--- src/rtl/regfile_port_arbiter_pkg.sv ---
// regfile_port_arbiter_pkg: shared port count, FSM state encoding and one-hot helper for the register file arbiter
package regfile_arb_pkg;
  localparam int NUM_PORTS = 4;
  typedef enum logic [1:0] {ST_IDLE, ST_WRITE, ST_READ, ST_READ_WAIT} state_e;
  function automatic logic [NUM_PORTS-1:0] onehot(input logic [1:0] idx);
    return NUM_PORTS'(1) << idx;
  endfunction
endpackage

--- src/rtl/regfile_port_arbiter_if.sv ---
// regfile_port_arbiter_if: client handshakes plus register file control pins, master = clients, slave = arbiter
interface regfile_port_arbiter_if
  import regfile_arb_pkg::*;
#(parameter int ADDR_W = 2);
  logic [NUM_PORTS-1:0]        wrReq;
  logic [NUM_PORTS*ADDR_W-1:0] wrAddr;
  logic [NUM_PORTS-1:0]        wrAck;
  logic                        rdReq;
  logic [NUM_PORTS*ADDR_W-1:0] rdAddr;
  logic                        rdAck;
  logic                        rdValid;
  logic                        rfWriteEnable;
  logic                        rfReadEnable;
  logic [NUM_PORTS-1:0]        rfWritePortEnable;
  logic [ADDR_W-1:0]           rfWritePortSelect;
  logic [NUM_PORTS*ADDR_W-1:0] rfReadSelect;
  modport master (
    output wrReq, wrAddr, rdReq, rdAddr,
    input  wrAck, rdAck, rdValid, rfWriteEnable, rfReadEnable,
           rfWritePortEnable, rfWritePortSelect, rfReadSelect
  );
  modport slave (
    input  wrReq, wrAddr, rdReq, rdAddr,
    output wrAck, rdAck, rdValid, rfWriteEnable, rfReadEnable,
           rfWritePortEnable, rfWritePortSelect, rfReadSelect
  );
endinterface

--- src/rtl/regfile_port_arbiter_rr_pick4.sv ---
// rr_pick4: combinational round-robin picker; first requester at or after ptr (mod 4) wins
module rr_pick4 (
  input  logic [3:0] req,
  input  logic [1:0] ptr,
  output logic [3:0] gnt,
  output logic       any
);
  logic [3:0] rot, pick;
  always_comb begin
    rot = 4'({req, req} >> ptr);
    pick = rot & (~rot + 4'd1);
    gnt = 4'(({pick, pick} << ptr) >> 4);
    any = |req;
  end
endmodule

--- src/rtl/regfile_port_arbiter.sv ---
// regfile_port_arbiter: one write or one quad read per cycle onto the register file, all control pins from flops.
// REGARB_STARVE_GUARD_EN builds the burst counter that lets a waiting read in after MAX_WRITE_BURST writes.
module regfile_port_arbiter
  import regfile_arb_pkg::*;
#(
  parameter int WIDTH           = 8,
  parameter int ADDR_W          = 2,
  parameter int MAX_WRITE_BURST = 4
) (
  input logic clock,
  input logic reset,
  regfile_port_arbiter_if.slave bus
);
  if (WIDTH < 1 || ADDR_W < 1 || MAX_WRITE_BURST < 1) begin : g_bad_cfg
    $error("regfile_port_arbiter: bad parameters");
  end
  state_e state_q, state_d;
  logic [NUM_PORTS-1:0] wr_ack_q, wr_ack_d, wr_gnt, wr_elig, rf_wpe_q, rf_wpe_d;
  logic [ADDR_W-1:0] rf_wps_q, rf_wps_d;
  logic [NUM_PORTS*ADDR_W-1:0] rf_rs_q, rf_rs_d;
  logic [1:0] rr_ptr_q, rr_ptr_d, w;
  logic rd_ack_q, rd_ack_d, rd_valid_q, rd_valid_d, rf_we_q, rf_we_d, rf_re_q, rf_re_d;
  logic wr_any, rd_sel, wr_sel, starved;
  // an acked client is masked for one edge so it is never re-granted while dropping its request
  assign wr_elig = bus.wrReq & ~wr_ack_q;
  rr_pick4 u_pick (.req(wr_elig), .ptr(rr_ptr_q), .gnt(wr_gnt), .any(wr_any));
`ifdef REGARB_STARVE_GUARD_EN
  localparam int BW = $clog2(MAX_WRITE_BURST + 1);
  logic [BW-1:0] burst_q, burst_d;
  assign starved = burst_q == BW'(MAX_WRITE_BURST);
  always_comb burst_d = (!bus.rdReq || rd_sel) ? '0 : (wr_sel && !starved) ? burst_q + 1'b1 : burst_q;
  always_ff @(posedge clock) burst_q <= !reset ? '0 : burst_d;
`else
  assign starved = 1'b0;
`endif
  always_comb begin
    w = '0;
    for (int i = 0; i < NUM_PORTS; i++) if (wr_gnt[i]) w = 2'(i);
    rd_sel = bus.rdReq && (state_q == ST_IDLE || state_q == ST_WRITE) && (!wr_any || starved);
    wr_sel = state_q != ST_READ && wr_any && !rd_sel;
    state_d = state_q == ST_READ ? ST_READ_WAIT : rd_sel ? ST_READ : wr_sel ? ST_WRITE : ST_IDLE;
    rr_ptr_d = wr_sel ? w + 2'd1 : rr_ptr_q;
    wr_ack_d = wr_sel ? onehot(w) : '0;
    rf_we_d = wr_sel;
    rf_wpe_d = wr_ack_d;
    rf_wps_d = wr_sel ? bus.wrAddr[w*ADDR_W +: ADDR_W] : '0;
    rd_ack_d = rd_sel;
    rf_re_d = rd_sel;
    rf_rs_d = rd_sel ? bus.rdAddr : '0;
    rd_valid_d = state_q == ST_READ;
  end
  always_ff @(posedge clock)
    if (!reset) begin
      state_q <= ST_IDLE;
      rr_ptr_q <= '0;
      wr_ack_q <= '0;
      rf_we_q <= 1'b0;
      rf_wpe_q <= '0;
      rf_wps_q <= '0;
      rd_ack_q <= 1'b0;
      rf_re_q <= 1'b0;
      rf_rs_q <= '0;
      rd_valid_q <= 1'b0;
    end else begin
      state_q <= state_d;
      rr_ptr_q <= rr_ptr_d;
      wr_ack_q <= wr_ack_d;
      rf_we_q <= rf_we_d;
      rf_wpe_q <= rf_wpe_d;
      rf_wps_q <= rf_wps_d;
      rd_ack_q <= rd_ack_d;
      rf_re_q <= rf_re_d;
      rf_rs_q <= rf_rs_d;
      rd_valid_q <= rd_valid_d;
    end
  assign bus.wrAck = wr_ack_q;
  assign bus.rdAck = rd_ack_q;
  assign bus.rdValid = rd_valid_q;
  assign bus.rfWriteEnable = rf_we_q;
  assign bus.rfReadEnable = rf_re_q;
  assign bus.rfWritePortEnable = rf_wpe_q;
  assign bus.rfWritePortSelect = rf_wps_q;
  assign bus.rfReadSelect = rf_rs_q;
endmodule

--- src/flat_wrapper.sv ---
// flat-port wrapper written by rule: the top's interface ports become plain ports
module regfile_port_arbiter_flat import regfile_arb_pkg::*;
#(
  parameter int WIDTH           = 8,
  parameter int ADDR_W          = 2,
  parameter int MAX_WRITE_BURST = 4
)
  (clock, reset, bus_wrReq, bus_wrAddr, bus_rdReq, bus_rdAddr, bus_wrAck, bus_rdAck, bus_rdValid, bus_rfWriteEnable, bus_rfReadEnable, bus_rfWritePortEnable, bus_rfWritePortSelect, bus_rfReadSelect);
  regfile_port_arbiter_if #(.ADDR_W(ADDR_W)) bus_i ();
  input logic clock;
  input logic reset;
  input wire logic [$bits(bus_i.wrReq)-1:0] bus_wrReq;
  input wire logic [$bits(bus_i.wrAddr)-1:0] bus_wrAddr;
  input wire logic [$bits(bus_i.rdReq)-1:0] bus_rdReq;
  input wire logic [$bits(bus_i.rdAddr)-1:0] bus_rdAddr;
  output wire logic [$bits(bus_i.wrAck)-1:0] bus_wrAck;
  output wire logic [$bits(bus_i.rdAck)-1:0] bus_rdAck;
  output wire logic [$bits(bus_i.rdValid)-1:0] bus_rdValid;
  output wire logic [$bits(bus_i.rfWriteEnable)-1:0] bus_rfWriteEnable;
  output wire logic [$bits(bus_i.rfReadEnable)-1:0] bus_rfReadEnable;
  output wire logic [$bits(bus_i.rfWritePortEnable)-1:0] bus_rfWritePortEnable;
  output wire logic [$bits(bus_i.rfWritePortSelect)-1:0] bus_rfWritePortSelect;
  output wire logic [$bits(bus_i.rfReadSelect)-1:0] bus_rfReadSelect;
  assign bus_i.wrReq = bus_wrReq;
  assign bus_i.wrAddr = bus_wrAddr;
  assign bus_i.rdReq = bus_rdReq;
  assign bus_i.rdAddr = bus_rdAddr;
  assign bus_wrAck = bus_i.wrAck;
  assign bus_rdAck = bus_i.rdAck;
  assign bus_rdValid = bus_i.rdValid;
  assign bus_rfWriteEnable = bus_i.rfWriteEnable;
  assign bus_rfReadEnable = bus_i.rfReadEnable;
  assign bus_rfWritePortEnable = bus_i.rfWritePortEnable;
  assign bus_rfWritePortSelect = bus_i.rfWritePortSelect;
  assign bus_rfReadSelect = bus_i.rfReadSelect;
  regfile_port_arbiter #(.WIDTH(WIDTH), .ADDR_W(ADDR_W), .MAX_WRITE_BURST(MAX_WRITE_BURST)) u_core (.clock(clock), .reset(reset), .bus(bus_i));
endmodule
--- config.mk ---
export PLATFORM = sky130hd
export DESIGN_NAME = regfile_port_arbiter_flat
export DESIGN_NICKNAME = d
export VERILOG_FILES = /design/src/rtl/regfile_port_arbiter_pkg.sv /design/src/rtl/regfile_port_arbiter_if.sv /design/src/rtl/regfile_port_arbiter_rr_pick4.sv /design/src/rtl/regfile_port_arbiter.sv /design/src/flat_wrapper.sv
export SDC_FILE = /design/constraint.sdc
export NUM_CORES = 1
export LEC_CHECK = 0
export CORE_MARGIN = 5
export CORE_UTILIZATION = 38
export DETAILED_ROUTE_END_ITERATION = 10
export PLACE_DENSITY = 0.8
export SYNTH_ARGS = -nofsm -noshare
export SYNTH_HDL_FRONTEND = slang
export SYNTH_HIERARCHICAL = 1
export SYNTH_SLANG_ARGS = --single-unit
--- constraint.sdc ---
create_clock -name clock -period 1.8 [get_ports clock]
set_input_delay 0.27 -clock clock [delete_from_list [all_inputs] [get_ports clock]]
set_output_delay 0.27 -clock clock [all_outputs]
set_load 0.01 [all_outputs]
Yosys cells after proc, flatten, opt, wreduce, memory -nomap -nowiden. Index checks and enable logic that the tools add are counted.

Bits in registers: 21. Output and inout port bits: 22. Word-level logic and storage cells: 38.

$add $sub $neg: 2. Equal/unequal tests: 3. Shift-type cells: 4. Multiplexer cells: 6. Bitwise logic cells: 4. Reductions and logical operators: 11.

Operators by type and width (number): $and 4x4->4 (2); $mux 2 (4); $not 4->4 (2); $shiftx 8x4->2 (1); $shl 8x2->8 (1); $shr 8x2->4 (1); $add 4x1->4 const B (1); $logic_and 1x1->1 (4); $reduce_and 2->1 (2); $reduce_or 4->1 (1); $shl 1x2->4 const A (1); $add 2x1->2 const B (1); $eq 2x1->1 const B (1); $eq 2x2->1 const B (1); $logic_not 1->1 (2); $logic_not 2->1 (1); $mux 1 (2); $ne 2x2->1 const B (1); $logic_or 1x1->1 (1).

Logic depth before layout (Yosys ltp).
Depth in word-level cells: 11. Gate-level depth with buffers: 6.

By module. The synthesis kept the hierarchy.

Modules (own cells, without submodules): regfile_port_arbiter (instances 1, cells each 70, area an instance 763.2 µm², sequential area each 420.4 µm²); rr_pick4 (instances 1, cells each 17, area an instance 106.4 µm², sequential area each 0.0 µm²).

Worst setup path before layout. OpenSTA, ideal clock, no wires.

Kind: reg-to-reg. Start point: reg u_core/bus.rfWritePortEnable[2] (netlist name). End point: reg u_core.rf_rs_q[0] (netlist: u_core/bus.rfReadSelect[0]). Arrival time: 1.629 ns. Setup slack: 0.114 ns. Stages on the path, launching flop included: 6. Buffers on the path: 1. Clock period less this slack: 1.686 ns. Path through: dfxtp_1 nor2b_1 or4_1 and4bb_1 buf_6 and2_4.

RTL lines: to (signal assigned) (line regfile_port_arbiter.sv:73) `rf_rs_q <= rf_rs_d;`; to (decl) (line regfile_port_arbiter.sv:20) `logic [NUM_PORTS*ADDR_W-1:0] rf_rs_q, rf_rs_d;`.

Final worst setup path.
Start point: in bus_wrReq[2]. End point: reg u_core.rf_rs_q[6] (netlist: u_core/bus.rfReadSelect[6]).

Longest elaborated chain between the ends: 5.

Ends and longest elaborated chain: from (decl) (line flat_wrapper.sv:12) `input wire logic [$bits(bus_i.wrReq)-1:0] bus_wrReq;`; $and 4x4->4 (line regfile_port_arbiter.sv:25) `assign wr_elig = bus.wrReq & ~wr_ack_q;`; net u_core.wr_elig[2] (line regfile_port_arbiter.sv:18) `logic [NUM_PORTS-1:0] wr_ack_q, wr_ack_d, wr_gnt, wr_elig, rf_wpe_q, rf_wpe_d;`; $reduce_or 4->1 (line regfile_port_arbiter_rr_pick4.sv:13) `any = |req;`; net u_core.wr_any (line regfile_port_arbiter.sv:23) `logic wr_any, rd_sel, wr_sel, starved;`; $logic_not 1->1 (line regfile_port_arbiter.sv:39) `rd_sel = bus.rdReq && (state_q == ST_IDLE || state_q == ST_WRITE) && (!wr_any || starved);`; $logic_and 1x1->1 (line regfile_port_arbiter.sv:39); $reduce_and 2->1 (no source line).

The timed path passes the listed nets, and every way through them passes these cells. A chain may end at the register's enable or synchronous reset.

==> out/qor.txt <==
Number of fill cells in the layout - 189
Critical-path cell list - clkdlybuf4s50_1 -> nor2b_1 -> or4_4 -> and4bb_1 -> buf_6 -> and2_4
Layout Utilization - 0.615
Via density - 4.52
DRT antenna net count - 0
CTS Buf Count - 3
WP depth - 6
Hold Path Sink - u_core/bus.rfReadSelect[0]
Final layout net count - 153
Port Buffers - 44
Core box area - 0.00217 mm²
Die area - 0.00327 mm²
CP Data Required Time - 2050 ps
Max Root-Sink Buffers - 2
Post-CTS setup buffer count - 0
Syn nets - 106
# setup viols final - 0
Startpoint types - input port
Iteration-0 DRC count of the detailed router - 4
DRC - 0
Number of global-route vias before repair - 765
Post-Place Cells - 153
Worst Tran Pin Value - 320 ps
Hold Crit Depth - 2
Setup crit end kind - flop
Starting Density - 0.389
Slew HR - 0.786
Std-Cell Rows - 17
ANT cells - 0
CTS tree - built
Largest net degree at the start of global routing - 12
Worst r2r dst - u_core/bus.rfReadSelect[6]
R2r worst-path depth - 5
Post-route insts no fill - 157
Hold_sp - bus_rdAddr[0]
Startpoint of the worst register-to-register path - u_core/bus.rfWritePortEnable[2]
Total number of H-tree levels - 1
Vias - 709
RSZ-0062 raised after global routing - no
Outcome - finished, final reports clean
Synth Instances - 83
Max frequency - 0.580 GHz
Die Wd - 57.1 µm
Reg clk slew, reported paths - 110 ps
Initial antenna violation count - 0
Worst min path class - in2reg
Routed wire per std cell - 12.2 µm
FF-to-FF setup slack - 140 ps
Final Slew Violations - 0
Slowest Stage Delay on Critical Path - 570 ps
VDD IR-drop max - 0.469 mV
First-pass GRT wire length - 3150 µm
Hold Vio Cnt, Final - 0
Pwr Total - 0.00100 W
CP max stage cell - or4_4
GPL Wtd Cong - 0.777
Max Cap Viol - 0
DR pass1 iterations - 6
Synth Area per Inst - 10.2 µm²
Total Routing Usage GR - 0.124
Clk_skew - 2.05 ps
Period utilization - 0.957
GRT overflow - 0
Netlist Area Pre-Place - 845 µm²
Cell area after layout - 0.00134 mm²
Die H - 57.1 µm
Tmin final - 1720 ps
Clock Sinks - 21
Share of post-route cells with drive strength above 1 - 0.140
Clock latency on the worst-skew pair - 290 ps
WL final - 1910 µm
Crit path buffers/inverters - 2
Layout area overhead - 58.1%
Post-DP HPWL - 1510 µm
Leakage - 0.552 nW
Crit Path Class - in2reg
PwrDens - 752 mW/mm²
I/O Pins - 45
Number of synthesis warnings - 6
Clock Root Buffer - clkbuf_4
Hold buffers post-CTS - 0
Top cell family by delay on the critical path - simple AND/OR/NAND/NOR gates
WP data arrival - 1970 ps
Post-DP Area - 0.00130 mm²
CP Max Fanout - 10
## where the power goes
part,switching [W],internal (W),total (W)
clock network,0.000132,0.0000862,0.000218
logic,0.000107,0.000158,0.000265
registers,0.0000233,0.000498,0.000521
## stage by stage
| step | setup TNS [ps] | hold WS (ps) | worst slack (ps) |
|---|---|---|---|
| 2_1_floorplan | 0 | 373 | 125 |
| 3_3_place_gp | -3540 | 531 | -281 |
| 3_5_place_dp | -3660 | 555 | -288 |
| 4_1_cts | 0 | 514 | 6.46 |
| 5_1_grt | 0 | 501 | 17.6 |
| 6_report | 0 | 528 | 76.6 |
## routing by layer
metal | global-route usage | up-vias | part of all wire
met5 | 0 | - | 0
met4 | 0.0596 | 0 | 0
met3 | 0.0362 | 0 | 0.071
met2 | 0.219 | 33 | 0.50
met1 | 0.134 | 302 | 0.43
li1 | - | 374 | -
## worst max path at each step
stage,to,startpoint,slack (ps)
floorplan,u_core/bus.rfReadSelect[0],u_core/bus.rfWritePortEnable[2],120
detailed placement,u_core/bus.rfReadSelect[6],bus_wrReq[2],-290
global placement,u_core/bus.rfReadSelect[3],bus_wrReq[2],-280
CTS,u_core/bus.rfReadSelect[7],bus_wrReq[2],6
global route,u_core/bus.rfWritePortSelect[0],bus_wrReq[0],20
finish,u_core/bus.rfReadSelect[6],bus_wrReq[2],80
## sequential cells by signal, indices dropped and copies added, names as in the netlist
name / count
u_core/bus.rfReadSelect: 8
u_core/state_q: 2
u_core/rr_ptr_q: 2
u_core/bus.rfWriteEnable: 1
u_core/bus.rfWritePortEnable: 4
u_core/bus.rdValid: 1
u_core/bus.rfWritePortSelect: 2
u_core/bus.rfReadEnable: 1
## cell usage in the layout (no fill, tap or decap)
master           instances
mux2i_1                  2
or4_4                    1
a21oi_1                  2
o22ai_1                  2
nand4_1                  1
nor4_1                   1
o31a_1                   1
a211oi_1                 3
nand2b_4                 1
clkbuf_1                 1
nand2_1                  5
buf_4                    3
clkbuf_4                 3
o211a_1                  2
clkdlybuf4s50_1         44
nor3_1                   2
and2_4                   8
o21ai_0                  3
or2b_2                   1
and4bb_1                 1
nor2_1                   2
o2111ai_1                1
dfxtp_1                 21
inv_1                    5
nand3_1                  1
buf_6                    1
nand2b_1                 2
nor3b_1                  1
a21boi_0                 2
nor2b_1                  6
## final cells by class
cell class | instances | area, µm² | area share
well taps | 28 | 35.0 | 0.0262
multi-input cells | 51 | 360 | 0.270
repair buffers | 48 | 474 | 0.355
flip-flops and latches | 21 | 420 | 0.315
inverters | 5 | 18.8 | 0.0141
clock buffers | 4 | 26.3 | 0.0197
## timing repair
item	CTS	global route
endpoints found under the setup margin	0	9
endpoints found under the hold margin	0	0
resized for setup	0	2
No activity file was read; power rests on OpenSTA's default activity.
